==> src/rtl/jtag_userop_sched.sv <==
// Purpose: small first-word-fall-through queue holding {opcode, operand} commands from the TAP.
// Latency: a pushed entry is visible on rdat one cycle later; a pop frees the slot the same edge.
// Backpressure: none internally; the caller only pushes when there is room or a pop happens in the same cycle.
module jtag_userop_fifo #(
  parameter int W     = 40,
  parameter int DEPTH = 4
) (
  input  logic                         clk,
  input  logic                         rst,
  input  logic                         push,
  input  logic                         pop,
  input  logic [W-1:0]                 wdat,
  output logic [W-1:0]                 rdat,
  output logic [$clog2(DEPTH+1)-1:0]   count,
  output logic                         full,
  output logic                         empty
);
  localparam int AW = $clog2(DEPTH);
  localparam int CW = $clog2(DEPTH + 1);

  logic [W-1:0]  mem [DEPTH];
  logic [AW-1:0] wptr;
  logic [AW-1:0] rptr;

  assign rdat  = mem[rptr];
  assign full  = (count == CW'(DEPTH));
  assign empty = (count == '0);

  always_ff @(posedge clk or posedge rst) begin
    if (rst) begin
      wptr  <= '0;
      rptr  <= '0;
      count <= '0;
    end else begin
      if (push) wptr <= wptr + AW'(1);
      if (pop)  rptr <= rptr + AW'(1);
      count <= count + CW'(push) - CW'(pop);
    end
  end

  always_ff @(posedge clk) begin
    if (push) mem[wptr] <= wdat;
  end
endmodule

// Purpose: queues TAP user ops and executes them in order on a valid/ready bus master, reporting data/status back.
// Latency: op pushed at E0 is popped at E1; bus_valid rises after E1; READ data lands after the bus_ready edge.
// Backpressure: bus_ready stalls the FSM (bounded by TIMEOUT); pushes into a full, non-popping queue are dropped.
module jtag_userop_sched #(
  parameter int USERDATA_LEN = 32,
  parameter int USEROP_LEN   = 8,
  parameter int FIFO_DEPTH   = 4,
  parameter int TIMEOUT      = 255,
  parameter int ADDR_INC     = 4
) (
  input  logic                    tck,
  input  logic                    trst,
  input  logic [USEROP_LEN-1:0]   userOp,
  input  logic                    userOp_ready,
  input  logic [USERDATA_LEN-1:0] userData_out,
  output logic [USERDATA_LEN-1:0] userData_in,
  output logic                    bus_valid,
  output logic                    bus_we,
  output logic [USERDATA_LEN-1:0] bus_addr,
  output logic [USERDATA_LEN-1:0] bus_wdata,
  input  logic [USERDATA_LEN-1:0] bus_rdata,
  input  logic                    bus_ready,
  output logic                    busy,
  output logic                    err
);
  localparam int EW = USEROP_LEN + USERDATA_LEN;
  localparam int CW = $clog2(FIFO_DEPTH + 1);
  localparam int TW = (TIMEOUT < 2) ? 1 : $clog2(TIMEOUT);

  localparam logic [USEROP_LEN-1:0] OP_SET  = USEROP_LEN'(1);
  localparam logic [USEROP_LEN-1:0] OP_WR   = USEROP_LEN'(2);
  localparam logic [USEROP_LEN-1:0] OP_RD   = USEROP_LEN'(3);
  localparam logic [USEROP_LEN-1:0] OP_STAT = USEROP_LEN'(4);
  localparam logic [USEROP_LEN-1:0] OP_CLR  = USEROP_LEN'(5);

  typedef enum logic {IDLE, BUS} state_t;

  state_t                  state;
  logic [USERDATA_LEN-1:0] addr;
  logic [TW-1:0]           tcnt;
  logic                    ovf, ill, tmo;

  logic [EW-1:0]           head;
  logic [CW-1:0]           count;
  logic                    full, empty;
  logic                    pop, push_ok;
  logic [USEROP_LEN-1:0]   head_op;
  logic [USERDATA_LEN-1:0] head_dat;

  assign head_op  = head[EW-1 -: USEROP_LEN];
  assign head_dat = head[USERDATA_LEN-1:0];
  assign pop      = (state == IDLE) && !empty;
  assign push_ok  = userOp_ready && (!full || pop);
  assign busy     = !empty || (state != IDLE);

  jtag_userop_fifo #(.W(EW), .DEPTH(FIFO_DEPTH)) u_fifo (
    .clk   (tck),
    .rst   (trst),
    .push  (push_ok),
    .pop   (pop),
    .wdat  ({userOp, userData_out}),
    .rdat  (head),
    .count (count),
    .full  (full),
    .empty (empty)
  );

  logic                    clr, to_fire;
  logic                    ovf_n, ill_n, tmo_n;
  logic [CW-1:0]           cnt_nxt;
  logic [USERDATA_LEN-1:0] status;

  // Sticky flags: a set arriving in the same cycle as CLEAR_ERR wins.
  always_comb begin
    clr     = pop && (head_op == OP_CLR);
    to_fire = (state == BUS) && !bus_ready && (TIMEOUT != 0) && (tcnt == TW'(TIMEOUT - 1));
    ovf_n   = (ovf && !clr) || (userOp_ready && full && !pop);
    ill_n   = (ill && !clr) || (pop && (head_op > OP_CLR));
    tmo_n   = (tmo && !clr) || to_fire;
    cnt_nxt = count + CW'(push_ok) - CW'(pop);
    // Status reflects the queue as it stands after this STATUS entry leaves it.
    status      = '0;
    status[0]   = (cnt_nxt != '0);
    status[1]   = ovf_n;
    status[2]   = ill_n;
    status[3]   = tmo_n;
    status[7:4] = 4'(cnt_nxt);
  end

  always_ff @(posedge tck or posedge trst) begin
    if (trst) begin
      state       <= IDLE;
      addr        <= '0;
      tcnt        <= '0;
      ovf         <= 1'b0;
      ill         <= 1'b0;
      tmo         <= 1'b0;
      err         <= 1'b0;
      userData_in <= '0;
      bus_valid   <= 1'b0;
      bus_we      <= 1'b0;
      bus_addr    <= '0;
      bus_wdata   <= '0;
    end else begin
      ovf <= ovf_n;
      ill <= ill_n;
      tmo <= tmo_n;
      err <= ovf_n || ill_n || tmo_n;
      case (state)
        IDLE: begin
          if (pop) begin
            case (head_op)
              OP_SET:  addr <= head_dat;
              OP_STAT: userData_in <= status;
              OP_WR, OP_RD: begin
                state     <= BUS;
                bus_valid <= 1'b1;
                bus_we    <= (head_op == OP_WR);
                bus_addr  <= addr;
                if (head_op == OP_WR) bus_wdata <= head_dat;
                tcnt      <= '0;
              end
              default: ;
            endcase
          end
        end
        BUS: begin
          if (bus_ready) begin
            bus_valid <= 1'b0;
            state     <= IDLE;
            addr      <= addr + USERDATA_LEN'(ADDR_INC);
            if (!bus_we) userData_in <= bus_rdata;
          end else if (to_fire) begin
            bus_valid <= 1'b0;
            state     <= IDLE;
          end else begin
            tcnt <= tcnt + TW'(1);
          end
        end
        default: state <= IDLE;
      endcase
    end
  end
endmodule

==> config.mk <==
export PLATFORM = sky130hd
export DESIGN_NAME = jtag_userop_sched
export DESIGN_NICKNAME = d
export VERILOG_FILES = /design/src/rtl/jtag_userop_sched.sv
export SDC_FILE = /design/constraint.sdc
export NUM_CORES = 1
export LEC_CHECK = 0
export ABC_AREA = 1
export BUFFER_PORTS_ARGS = -buffer_cell sky130_fd_sc_hd__buf_2
export CORE_AREA = 4 4 151 153
export DETAILED_ROUTE_END_ITERATION = 7
export DIE_AREA = 0 0 155 157
export PLACE_DENSITY = 0.84
export SLEW_MARGIN = 20
export SYNTH_ARGS = -nofsm -noshare
export SYNTH_HDL_FRONTEND = slang
export SYNTH_SLANG_ARGS = --single-unit
==> constraint.sdc <==
create_clock -name tck -period 7.8 [get_ports tck]
set_input_delay 1.56 -clock tck [delete_from_list [all_inputs] [get_ports tck]]
set_output_delay 1.56 -clock tck [all_outputs]
set_load 0.02 [all_outputs]
### Yosys cells after proc, flatten, opt, wreduce, memory -nomap -nowiden

Memory sizes are Yosys's and may differ from the RTL's.
Index checks and enable logic that the tools add are counted.

| operators by class | value |
|---|---|
| $lt $le $gt $ge | 1 |
| reductions and logical operators | 32 |
| multiplexer cells | 26 |
| $add $sub $neg | 6 |
| bitwise gates (word level) | 1 |
| equality and inequality tests | 16 |

Operators by type and width:

| cell | number |
|---|---|
| two-way mux 32 bit | 7 |
| case mux 32 bit (2 select lines) | 2 |
| adder 32 x 3 -> 32 bit, second input constant | 1 |
| two-way mux 8 bit | 4 |
| == test 8 x 2 -> 1 bit, second input constant | 2 |
| == test 8 x 3 -> 1 bit, second input constant | 2 |
| case mux 8 bit (2 select lines) | 1 |
| AND reduction 4 bit | 3 |
| logical AND 1 bit | 11 |
| two-way mux 1 bit | 10 |
| inequality test 2 bit, second input constant | 5 |
| AND reduction 3 bit | 3 |
| adder 8 x 1 -> 8 bit, second input constant | 1 |
| == test 8 x 1 -> 1 bit, second input constant | 1 |
| == test 8 bit, second input constant | 1 |
| > comparator 8 x 3 -> 1 bit, second input constant | 1 |
| logical OR 1 bit | 7 |
| inequality test 2 x 1 -> 1 bit, second input constant | 3 |
| logical NOT 1 bit | 5 |
| adder 2 x 1 -> 2 bit, second input constant | 2 |
| case mux 1 bit (2 select lines) | 2 |
| adder 3 x 1 -> 3 bit | 1 |
| == test 3 bit, second input constant | 1 |
| logical NOT 3 bit | 1 |
| 5 further kinds | 5 |

| storage, ports and cells | value |
|---|---|
| output and inout bits | 100 |
| register bits | 150 |
| logic and storage cells | 98 |
| memories | 1 |
| RAM bits | 160 |
| input port bits | 76 |

Memories:

| name | depth | width | rd ports | clocked after memory_dff | write ports | line | text |
|---|---|---|---|---|---|---|---|
| u_fifo.mem | 4 | 40 | 1 | 0 | 1 | 21 | `logic [W-1:0] mem [DEPTH];` |

### Depth between registers and ports, before layout

Gate-level depths: netlist (run 1).

| logic depth | value |
|---|---|
| depth after elaboration | 11 |
| mapped depth | 14 |
| depth with buffers taken out | 12 |

### Modules after synthesis

Synthesis (run 1) repeated with hierarchy kept, for this count alone.

| unflattened totals | value |
|---|---|
| cell total of the unflattened synthesis | 1603 |
| area total of the unflattened synthesis | 14236.2 um2 |

By module, submodules not included:

| module | times used | cells an instance | area an instance (um2) | sequential area each (um2) |
|---|---|---|---|---|
| jtag_userop_fifo | 1 | 674 | 7191.9 | 4979.8 |
| jtag_userop_sched | 1 | 929 | 7044.3 | 3578.4 |

### Least setup slack after synthesis (run 1)

OpenSTA, ideal clock, no wires.

| timing path | value |
|---|---|
| kind | input port to flip-flop |
| start | input userOp_ready |
| end | memory u_fifo.mem[0][0], enable pin |
| slack | 3.953 ns |
| library setup time | 0.438 ns |
| data required time | 7.362 ns |
| arrival time | 3.410 ns |
| stages on the path | 2 |
| buffers on the path | 0 |
| path through | o31ai_1 -> nor2_1 |

| on the way | value |
|---|---|
| cells in the longest elaborated chain, start to end | 3 |

Ends and longest elaborated chain:

| element | line | text |
|---|---|---|
| from (decl) | 59 | `input logic userOp_ready,` |
| logical AND 1 bit | 98 | `assign push_ok = userOp_ready && (!full \|\| pop);` |
| two-way mux 1 bit | 42 | `if (push) mem[wptr] <= wdat;` |
| two-way mux 1 bit (not written as such) | 42 |  |
| to (decl) | 21 |  |

Every way passes these cells.

### Worst setup path after layout (run 1)

| timing path | value |
|---|---|
| start | register u_fifo.rptr[1] |
| end | register bus_wdata[24] |

| on the way | value |
|---|---|
| cells in the longest elaborated chain, start to end | 4 |
| elaborated cells on any way between the ends | 5 |
| those cells by class | eq/ne: 2; reduce/logical: 2; memory: 1 |

Ends and longest elaborated chain:

| element | line | text |
|---|---|---|
| from (decl) | 23 | `logic [AW-1:0] rptr;` |
| from (signal assigned) | 36 | `if (pop) rptr <= rptr + AW'(1);` |
| memory (4 x 40 bit) (*) | -- |  |
| == test 8 x 2 -> 1 bit (on tied branches) | 157, 165 |  |
| OR reduction 2 bit | 157 | `case (head_op)` |
| AND reduction 4 bit (no line) | -- |  |
| to (signal assigned) | 165 | `if (head_op == OP_WR) bus_wdata <= head_dat;` |
| to (decl) | 65 | `output logic [USERDATA_LEN-1:0] bus_wdata,` |

Every way passes the cells marked *; elsewhere a longest branch is shown, timed or not.
A chain may end at the register's enable or synchronous reset.

==> results.md, run 1 <==
* Hold WC Path Type: flop to flop
* Crit path required time at roughly 8 ns
* P_leak at 6.78 nW
* Syn_area_per_cell at 10.1 sq um
* Cts repair resizes at 0
* R2R setup slack at around 3.8 ns
* Post-synthesis net count at 1387
* Clock sink count at 310
* Wire per inst at approximately 18 um
* Hold endpoint: userData_in[24]
* Antenna diodes at 0
* YS warnings at 0
* DR DRC count at 0
* Yosys reg bits at 310
* Status: finished, final reports clean
* Layout area overhead at 15.7%
* Int Pwr at 0.00376 W
* Fin. max-slew vios at 0
* Reg2reg start: u_fifo.rptr[1]
* Layout cells sized above 1 at 17.0%
* Hold Fails Final Rpt at 0
* TritonCTS Buffers at 31
* Logic pwr share at 36.3%
* CTS tree: done
* Worst-margin pin slew at between 1 and 1.5 ns
* Hold-fix buffer count after cts at 0
* Setup TNS Final at 0 ns
* GRT overflow at 0
* Time the worst path needs with I/O delays and setup at 4.04 ns
* Worst setup SP type: flop
* Final GP Congestion at about 1
* Reg2Reg Depth at 11
* Sequential share of power at 40.2%
* Synth top area cells: edfxtp_1, dfrtp_1, nand2_1, o21ai_0, nand3_1
* Net Sw Frac at roughly 40%
* Fin nets at 1548
* Final clock skew at 0.00810 ns
* HPWL Detailed at 20700 um
* Root Buffer: clkbuf_16
* DRT antenna net count at 0
* Reg-to-reg endpoint: bus_wdata[24]
* Max-cap violation count at 0
* Placement row count at 54
* F_max at 247 MHz
* Fin crit share at 51.8%
* Routed vias at 9937
* Clk pwr share at 23.5%
* Clock tree buffer depth at 3
* Die H at 157 um
* CTS H-Tree Depth at 1
* Area of the multi-input gates at 3960 sq um
* Crit path capture type: flop
* First drt pass iteration count at 6
* Core area at 21600 sq um
* Final setup viols at 0
* Starting Density at about 61%
* Initial antenna violation count at 0
* CP startpoint: u_fifo.rptr[1]
* Power Density at 410 nW/um^2
* Largest net degree at the start of global routing at 82
* Detailed Route WL at 31200 um
* GRT Total Usage at between 20% and 30%
* Hold-critical path depth at 2
* Die area at 24300 sq um
* Post-Syn Instances at 1301
* Worst Path Max Fanout at 69
* Sequential fraction of the synthesis area at 65.2%
* Slew headroom at 32.6%
* Final WS setup at 3.76 ns
* Worst-Skew Late Latency at approximately 0.54 ns
* First-pass GRT wire length at 49300 um
* CP Class: flop to flop
* Top cell type's share of synthesized area at 36.6%
* Place WS at 3.83 ns
* Hold_sp: userData_in[24]
* Ports at 176
* Mapped cell area at 13100 sq um
* Arr. time, crit path at 4.47 ns
* Fill cell count at 1569
* Reg area at about 8600 sq um
* Vias in the first global route at 9647
* Horiz. Die Dim at 155 um
* DR iter-0 viols at 869
* Drt via density at 5.63
* Post-CTS Setup Inserts at 0
* Unrepaired setup endpoints after global routing: no
* NetSw at around 0.0025 W
* Max IR drop VDD at about 240 uV
* PortBufs at 175
* Unique masters post-synth at 37
* Synth area leader: edfxtp_1
* Worst-path clk slew at approximately 0.060 ns
-- routing by layer --
layer	track usage (%)	part of all wire (%)
met1	34.8	41
met2	41.0	48
met3	3.49	7.1
met4	10.1	3.6
met5	0	0
-- flip-flops by register name, summed over array words and instances, names as in the netlist, 2 cells and up --
signal,cells
addr,32
bus_addr,32
tcnt,8
userData_in,32
u_fifo.wptr,2
u_fifo.mem,160
u_fifo.count,3
bus_wdata,32
u_fifo.rptr,2
-- power groups by stage --
stage | Sequential, W | Combinational [W] | Clock (W)
2_1_floorplan | 0.00271 | 0.00131 | 0
3_3_place_gp | 0.00251 | 0.00214 | 0
3_5_place_dp | 0.00252 | 0.00223 | 0
4_1_cts | 0.00249 | 0.00225 | 0.00148
5_1_grt | 0.00254 | 0.00250 | 0.00156
6_report | 0.00250 | 0.00226 | 0.00146
-- through the flow --
step | total power, W | util, % | cells | hold WS, ns | area [sq um]
floorplan | 0.00401 | - | 1301 | 0.442 | 13100
global placement | 0.00465 | 65.8 | 1709 | 0.449 | 14200
detailed placement | 0.00475 | 65.8 | 1709 | 0.460 | 14200
CTS | 0.00623 | 70.4 | 1764 | 0.477 | 15200
global route | 0.00660 | 70.5 | 1764 | 0.495 | 15200
finish | 0.00622 | 70.5 | 1764 | 0.474 | 15200
-- critical path, cell delays in order (launching register included) --
cell	delay (ns)
dfrtp_1	0.71
inv_1	0.53
buf_4	0.46
nand3_1	0.14
nand2_2	0.14
nor2_4	0.07
nand2_2	0.05
buf_4	0.47
inv_2	0.23
nand2_2	0.79
nand2_1	0.16
o21ai_0	0.14
-- cells by family after synthesis --
group / count (synthesis) / synth area share, %
buf+inv: 152 / 4.88
xor+xnor: 19 / 1.27
flops: 310 / 65.2
compound gates: 193 / 8.30
fa+ha+maj: 10 / 1.01
simple gates: 617 / 19.3
-- synthesized netlist by cell type, drive strengths merged --
cell,n
dfrtp,150
a21oi,14
nand2,388
a31oi,1
o21ai,139
nor2,106
edfxtp,160
o21bai,1
fa,1
o22ai,21
nand3,98
xor2,18
a21boi,2
or2,2
clkbuf,30
xnor2,1
nand3b,1
a32o,13
ha,9
buf,29
inv,93
a22oi,1
nand4,7
nor3,15
o31ai,1
-- layout by cell type (no fill, tap or decap), types with 2 or more instances in the layout --
cell,n
or2_2,2
bufinv_16,4
clkinv_2,2
clkbuf_16,31
o21ai_0,119
clkbuf_8,2
clkinv_1,8
nor3_1,15
nand2_2,5
nand2_1,382
nor2_1,100
a32o_1,13
o22ai_1,21
buf_4,11
xor2_1,18
nor2_4,6
edfxtp_1,160
inv_2,3
nand4_1,6
o21ai_1,15
buf_2,175
ha_1,9
dfrtp_1,149
clkbuf_1,7
a21oi_1,14
o21ai_2,5
inv_1,89
nand3_1,97
-- final cells by class --
type / instances / area share, %
inverters: 93 / 2.33
flip-flops and latches: 310 / 56.4
multi-input cells: 839 / 26.0
well taps: 280 / 2.31
clock buffers: 40 / 5.46
clock inverters: 15 / 1.11
repair buffers: 187 / 6.38
-- worst max-delay path by stage --
stage,cells past startpoint,slack (ns),end
after floorplan,1,2.20,addr[0]
after global placement,10,4.03,userData_in[3]
after detailed placement,11,3.83,bus_wdata[20]
after CTS,11,3.82,bus_wdata[20]
after global routing,11,3.41,bus_wdata[20]
final,11,3.76,bus_wdata[24]
(Power assumes the default switching activity.)
==> inputs of run 2 (changes only) <==
--- a/config.mk
+++ b/config.mk
@@ -7,10 +7,10 @@
 export LEC_CHECK = 0
 export ABC_AREA = 1
 export BUFFER_PORTS_ARGS = -buffer_cell sky130_fd_sc_hd__buf_2
-export CORE_AREA = 4 4 151 153
+export CORE_AREA = 4 4 164 166
 export DETAILED_ROUTE_END_ITERATION = 7
-export DIE_AREA = 0 0 155 157
-export PLACE_DENSITY = 0.84
+export DIE_AREA = 0 0 168 170
+export PLACE_DENSITY = 0.75
 export SLEW_MARGIN = 20
 export SYNTH_ARGS = -nofsm -noshare
 export SYNTH_HDL_FRONTEND = slang
==> constraint.sdc (replaced) <==
create_clock -name tck -period 3.3 [get_ports tck]
set_input_delay 0.66 -clock tck [delete_from_list [all_inputs] [get_ports tck]]
set_output_delay 0.66 -clock tck [all_outputs]
set_load 0.02 [all_outputs]
==> run 2 against run 1 <==
Net effect:
- setup slack worse by 3.1 ns
- clock power up 140%
- via count down 2.2%
- sequential power up 130%
- critical path depth up 1
- global-route usage down 3.7 points
- utilization down 10 points
- sequential share of layout area down 0.75 points
- flip-flop and latch count unchanged
- design area up 1.4%
- count of clock-buffer cells in the layout up 9
==> results.md, run 2 (synthesis gave the netlist of run 1 again) <==
* Status: finished, final reports clean
* GRT Total Usage at 21.5%
* Worst path max stage delay at between 0.3 and 0.4 ns
* Post-CTS Setup Inserts at 0
* Fin nets at 1559
* Final setup viols at 0
* P_leak at approximately 6.9 nW
* Worst-margin pin slew at around 0.91 ns
* CTS H-Tree Depth at 1
* Antenna diodes at 0
* DRT antenna net count at 0
* Largest register FFs at 160
* Crit path capture type: flop
* Wire per inst at between 15 and 20 um
* Cts repair resizes at 0
* Initial antenna violation count at 5
* Hold Fails Final Rpt at 0
* Slew headroom at 39.3%
* DR iter-0 viols at between 900 and 1000
* Largest register by flop count: u_fifo.mem
* Reg2Reg Depth at 12
* Layout cells sized above 1 at between 10% and 20%
* Post-DP Area at 14300 sq um
* Layout area overhead at 17.3%
* Worst hold slack at about 0.26 ns
* Critical Path, Cell by Cell: inv_1 > nand2_1 > nor2_1 > nor2_4 > ha_1 > inv_1 > ha_1 > fa_1 > xnor2_1 > xor2_1 > a21boi_0 > o21ai_0
* Setup TNS Final at 0 ns
* Die H at 170 um
* Vias in the first global route at ~9500
* Reg-to-reg endpoint: userData_in[6]
* Fill cell count at 2168
* Crit path required time at approximately 3.8 ns
* First drt pass iteration count at 5
* Most common cell after layout, fill and taps aside: nand2_1
* CTS tree: done
* DR DRC count at 0
* Final clock skew at 0.00893 ns
* Hold-fix buffer count after cts at 0
* Worst Path Max Fanout at 8
* Design area at 15400 sq um
* Critical path endpoint: userData_in[6]
* Hold WC Path Type: input port to asynchronous set/reset pin
* Starting Density at roughly half
* HPWL Detailed at between 20000 and 25000 um
* Root Buffer: clkbuf_16
* Final GP Congestion at around 0.9
* Power Density at 962 nW/um^2
* Clock tree buffer depth at 3
* Detailed Route WL at 31300 um
* Final WS setup at 0.641 ns
* GRT overflow at 0
* Unrepaired setup endpoints after global routing: no
* CP Class: flop to flop
* Routed vias at 9723
* Clock sink count at 310
* Worst-Skew Late Latency at 0.55 ns
* Arr. time, crit path at 3.12 ns
* First-pass GRT wire length at 49800 um
* Ports at 176
* F_max at 376 MHz
* Most frequent cells in the layout: nand2_1, buf_2, edfxtp_1, dfrtp_1, o21ai_0
* TritonCTS Buffers at 31
* Max IR drop VDD at 509 uV
* Worst-path clk slew at approximately 0.06 ns
* Core area at around 26000 sq um
* Drt via density at 5.31
* Place WS at 0.648 ns
* Die area at 28600 sq um
* Horiz. Die Dim at 168 um
* CP startpoint: u_fifo.count[1]
* PortBufs at 175
* Placement row count at 59
* Largest net degree at the start of global routing at 151
* Worst setup SP type: flop
* Time the worst path needs with I/O delays and setup at 2.66 ns
* Fin. max-slew vios at 0
* Slowest CP cell: dfrtp_1
* Fin crit share at about four fifths
* Reg2reg start: u_fifo.count[1]
* R2R setup slack at 0.64 ns
* Max-cap violation count at 0
run 2: layer usage:
layer	part of all wire, %	global-route usage (%)	vias up
met1	43	29.0	4624
li1	-	-	4714
met4	3.3	7.37	10
met3	6.8	4.41	75
met2	47	35.2	300
met5	0.20	0	-
run 2: how the worst min path moves through the flow:
stage          slack [ns]               to
2_1_floorplan        0.44      bus_addr[0]
3_3_place_gp         0.45  userData_in[28]
3_5_place_dp         0.45  userData_in[16]
4_1_cts              0.28   userData_in[7]
5_1_grt              0.29  userData_in[17]
6_report             0.26  userData_in[23]
run 2: area by class of cell:
cell class	instances	area (sq um)	area share, %
clock inverters	8	92.6	0.601
clock buffers	49	955	6.20
multi-input cells	839	3950	25.7
flip-flops and latches	310	8560	55.6
inverters	93	353	2.29
well taps	335	419	2.72
repair buffers	198	1060	6.89
run 2: worst max-delay path, delay by kind of cell (launching register included):
kind,cells,cell delay [ns]
flops,1,0.39
buf+inv,2,0.14
compound gates,2,0.31
simple gates,3,0.46
xor+xnor,2,0.42
fa+ha+maj,3,0.85
run 2: report_power, final:
part | internal, W | switching (W) | leakage [nW]
Clock | 0.00212 | 0.00139 | 0.522
Combinational | 0.00162 | 0.00380 | 2.94
Sequential | 0.00525 | 0.000616 | 3.40
run 2: metrics by stage:
step,cells,total power [W],utilization (%)
after CTS,1832,0.0149,60.1
after global placement,1775,0.0111,56.0
after global routing,1832,0.0158,60.1
after floorplan,1301,0.00948,-
final,1832,0.0148,60.1
after detailed placement,1775,0.0113,56.0
==> inputs of run 3 (changes only) <==
==> constraint.sdc (replaced) <==
create_clock -name tck -period 2.37 [get_ports tck]
set_input_delay 0.474 -clock tck [delete_from_list [all_inputs] [get_ports tck]]
set_output_delay 0.474 -clock tck [all_outputs]
set_load 0.02 [all_outputs]
==> run 3 against run 2 <==
Net effect:
- utilization up 0.58 points
- clock skew up 0.0053 ns
- count of clock-buffer cells in the layout down 13
- sequential power up 40%
- combinational power up 45%
- flip-flop and latch count unchanged
- first-iteration DRC count down 8.6%
- global-route usage up 0.22 points
- critical path depth unchanged
- maximum frequency up 17%
- via count up 0.62%
==> results.md, run 3 (synthesis gave the netlist of run 1 again) <==
* Status: finished, final reports clean
* CTS H-Tree Depth at 1
* Worst setup SP type: flop
* Routed vias at 9783
* Detailed Route WL at approximately 32000 um
* Clock tree buffer depth at 3
* Most frequent cells in the layout: nand2_1, buf_2, edfxtp_1, dfrtp_1, o21ai_0
* Fill cell count at approximately 2100
* Fin. max-slew vios at 0
* Placed insts at 1783
* Core area at 25600 sq um
* Largest register FFs at 160
* GRT Total Usage at 21.7%
* Place WS at -0.0914 ns
* First drt pass iteration count at 5
* First-pass GRT wire length at about 50000 um
* Largest register by flop count: u_fifo.mem
* Fin nets at 1570
* Worst Path Max Fanout at 3
* Max IR drop VDD at 626 uV
* Worst-path clk slew at ~0.060 ns
* Fin crit share at 95.6%
* Vias in the first global route at around 9500
* Wire per inst at ~17 um
* GRT overflow at 0
* Final Total Pwr at 0.0207 W
* Slew headroom at 40.1%
* Hold Fails Final Rpt at 0
* Worst hold slack at 0.0407 ns
* Initial antenna violation count at 4
* Reg2Reg Depth at 12
* DR iter-0 viols at 898
* CP Class: flop to flop
* Clock sink count at 310
* Power Density at about 1300 nW/um^2
* Max-cap violation count at 0
* Final clock skew at 0.0142 ns
* Reg2reg start: u_fifo.count[1]
* Unrepaired setup endpoints after global routing: yes
* Layout area overhead at 18.4%
* Setup TNS Final at 0 ns
* Crit path capture type: flop
* Time the worst path needs with I/O delays and setup at 2.27 ns
* Arr. time, crit path at 2.74 ns
* Worst-Skew Late Latency at 0.56 ns
* HPWL Detailed at 21400 um
* Final setup viols at 0
* Final GP Congestion at 0.910
* Crit path required time at 2.85 ns
* Hold-fix buffer count after cts at 0
* Worst-margin pin slew at 0.898 ns
* Final WS setup at 0.104 ns
* TritonCTS Buffers at 30
* DR DRC count at 0
* Drt via density at between 5 and 6
* Final std cells w/o fill at 1844
* PortBufs at ~180
* Placement row count at 59
* Root Buffer: clkbuf_16
* DRT antenna net count at 0
* Hold WC Path Type: input port to asynchronous set/reset pin
* Layout cells sized above 1 at 19.0%
* R2R setup slack at 0.10 ns
* Reg-to-reg endpoint: userData_in[0]
* Die H at 170 um
* CP startpoint: u_fifo.count[1]
* Largest net degree at the start of global routing at ~70
* Ports at ~180
* Horiz. Die Dim at between 150 and 200 um
* Starting Density at 51.2%
* Die area at 28600 sq um
* Most common cell after layout, fill and taps aside: nand2_1
* P_leak at slightly below 7 nW
* F_max at 441 MHz
* CTS tree: done
[run 3: cell count changes in the layout (fill, tap and decap cells not counted), sizes merged]
cell	delta
nor2	+1
clkinvlp	+5
clkbuf	-12
clkinv	+6
diode	+1
bufinv	+1
buf	+10
[run 3: where the power goes]
part / leakage, nW / internal, W / switching, W
Combinational: 3.04 / 0.00248 / 0.00537
Clock: 0.458 / 0.00270 / 0.00200
Sequential: 3.40 / 0.00730 / 0.000884
[run 3: final cells by class]
type / instances / area, sq um / share of cell area [%]
sequential: 310 / 8560 / 55.1
multi-input combinational: 840 / 3990 / 25.7
timing repair buffer: 209 / 1240 / 8.00
clock buffer: 36 / 795 / 5.11
tap: 335 / 419 / 2.70
inverter: 93 / 355 / 2.29
clock inverter: 20 / 174 / 1.12
antenna: 1 / 2.50 / 0.0161
[run 3: per-layer routing]
metal  up-vias  global-route usage (%)  routed length [um]
met1      4662                    30.2               13300
li1       4712                       -                   -
met2       343                    35.2               15400
met3        58                    4.53                2430
met4         8                    6.07                 782
met5         -                       0                  41
[run 3: worst max-delay path: stages (launching register included)]
cell,delay (ns)
dfrtp_1,0.39
inv_2,0.07
nand2_2,0.07
nor2_4,0.11
nor2_4,0.04
ha_1,0.27
inv_1,0.04
ha_1,0.18
fa_2,0.36
xnor2_2,0.19
xor2_1,0.24
o22ai_1,0.10
o21ai_1,0.13
[run 3: how the worst max path moves through the flow]
| stage | endpoint | slack, ns |
|---|---|---|
| after floorplan | u_fifo.mem[0][0] | -0.50 |
| after global placement | userData_in[6] | 0.05 |
| after detailed placement | userData_in[0] | -0.09 |
| after CTS | userData_in[6] | 0.01 |
| after global routing | userData_in[0] | -0.004 |
| final | userData_in[0] | 0.10 |
[run 3: stage by stage]
stage	utilization [%]	cell area (sq um)
6_report	60.7	15500
5_1_grt	60.7	15500
4_1_cts	60.4	15500
3_5_place_dp	56.6	14500
3_3_place_gp	56.6	14500
2_1_floorplan	-	13100
[run 3: what timing repair did]
| item | 4_1_cts | 5_1_grt |
|---|---|---|
| resized for setup | 3 | 11 |
| endpoints found under the hold margin | 0 | 0 |
| endpoints found under the setup margin | 2 | 23 |
| setup buffers | 1 | 1 |
| pin swaps | 2 | 4 |
| cloned | 0 | 2 |
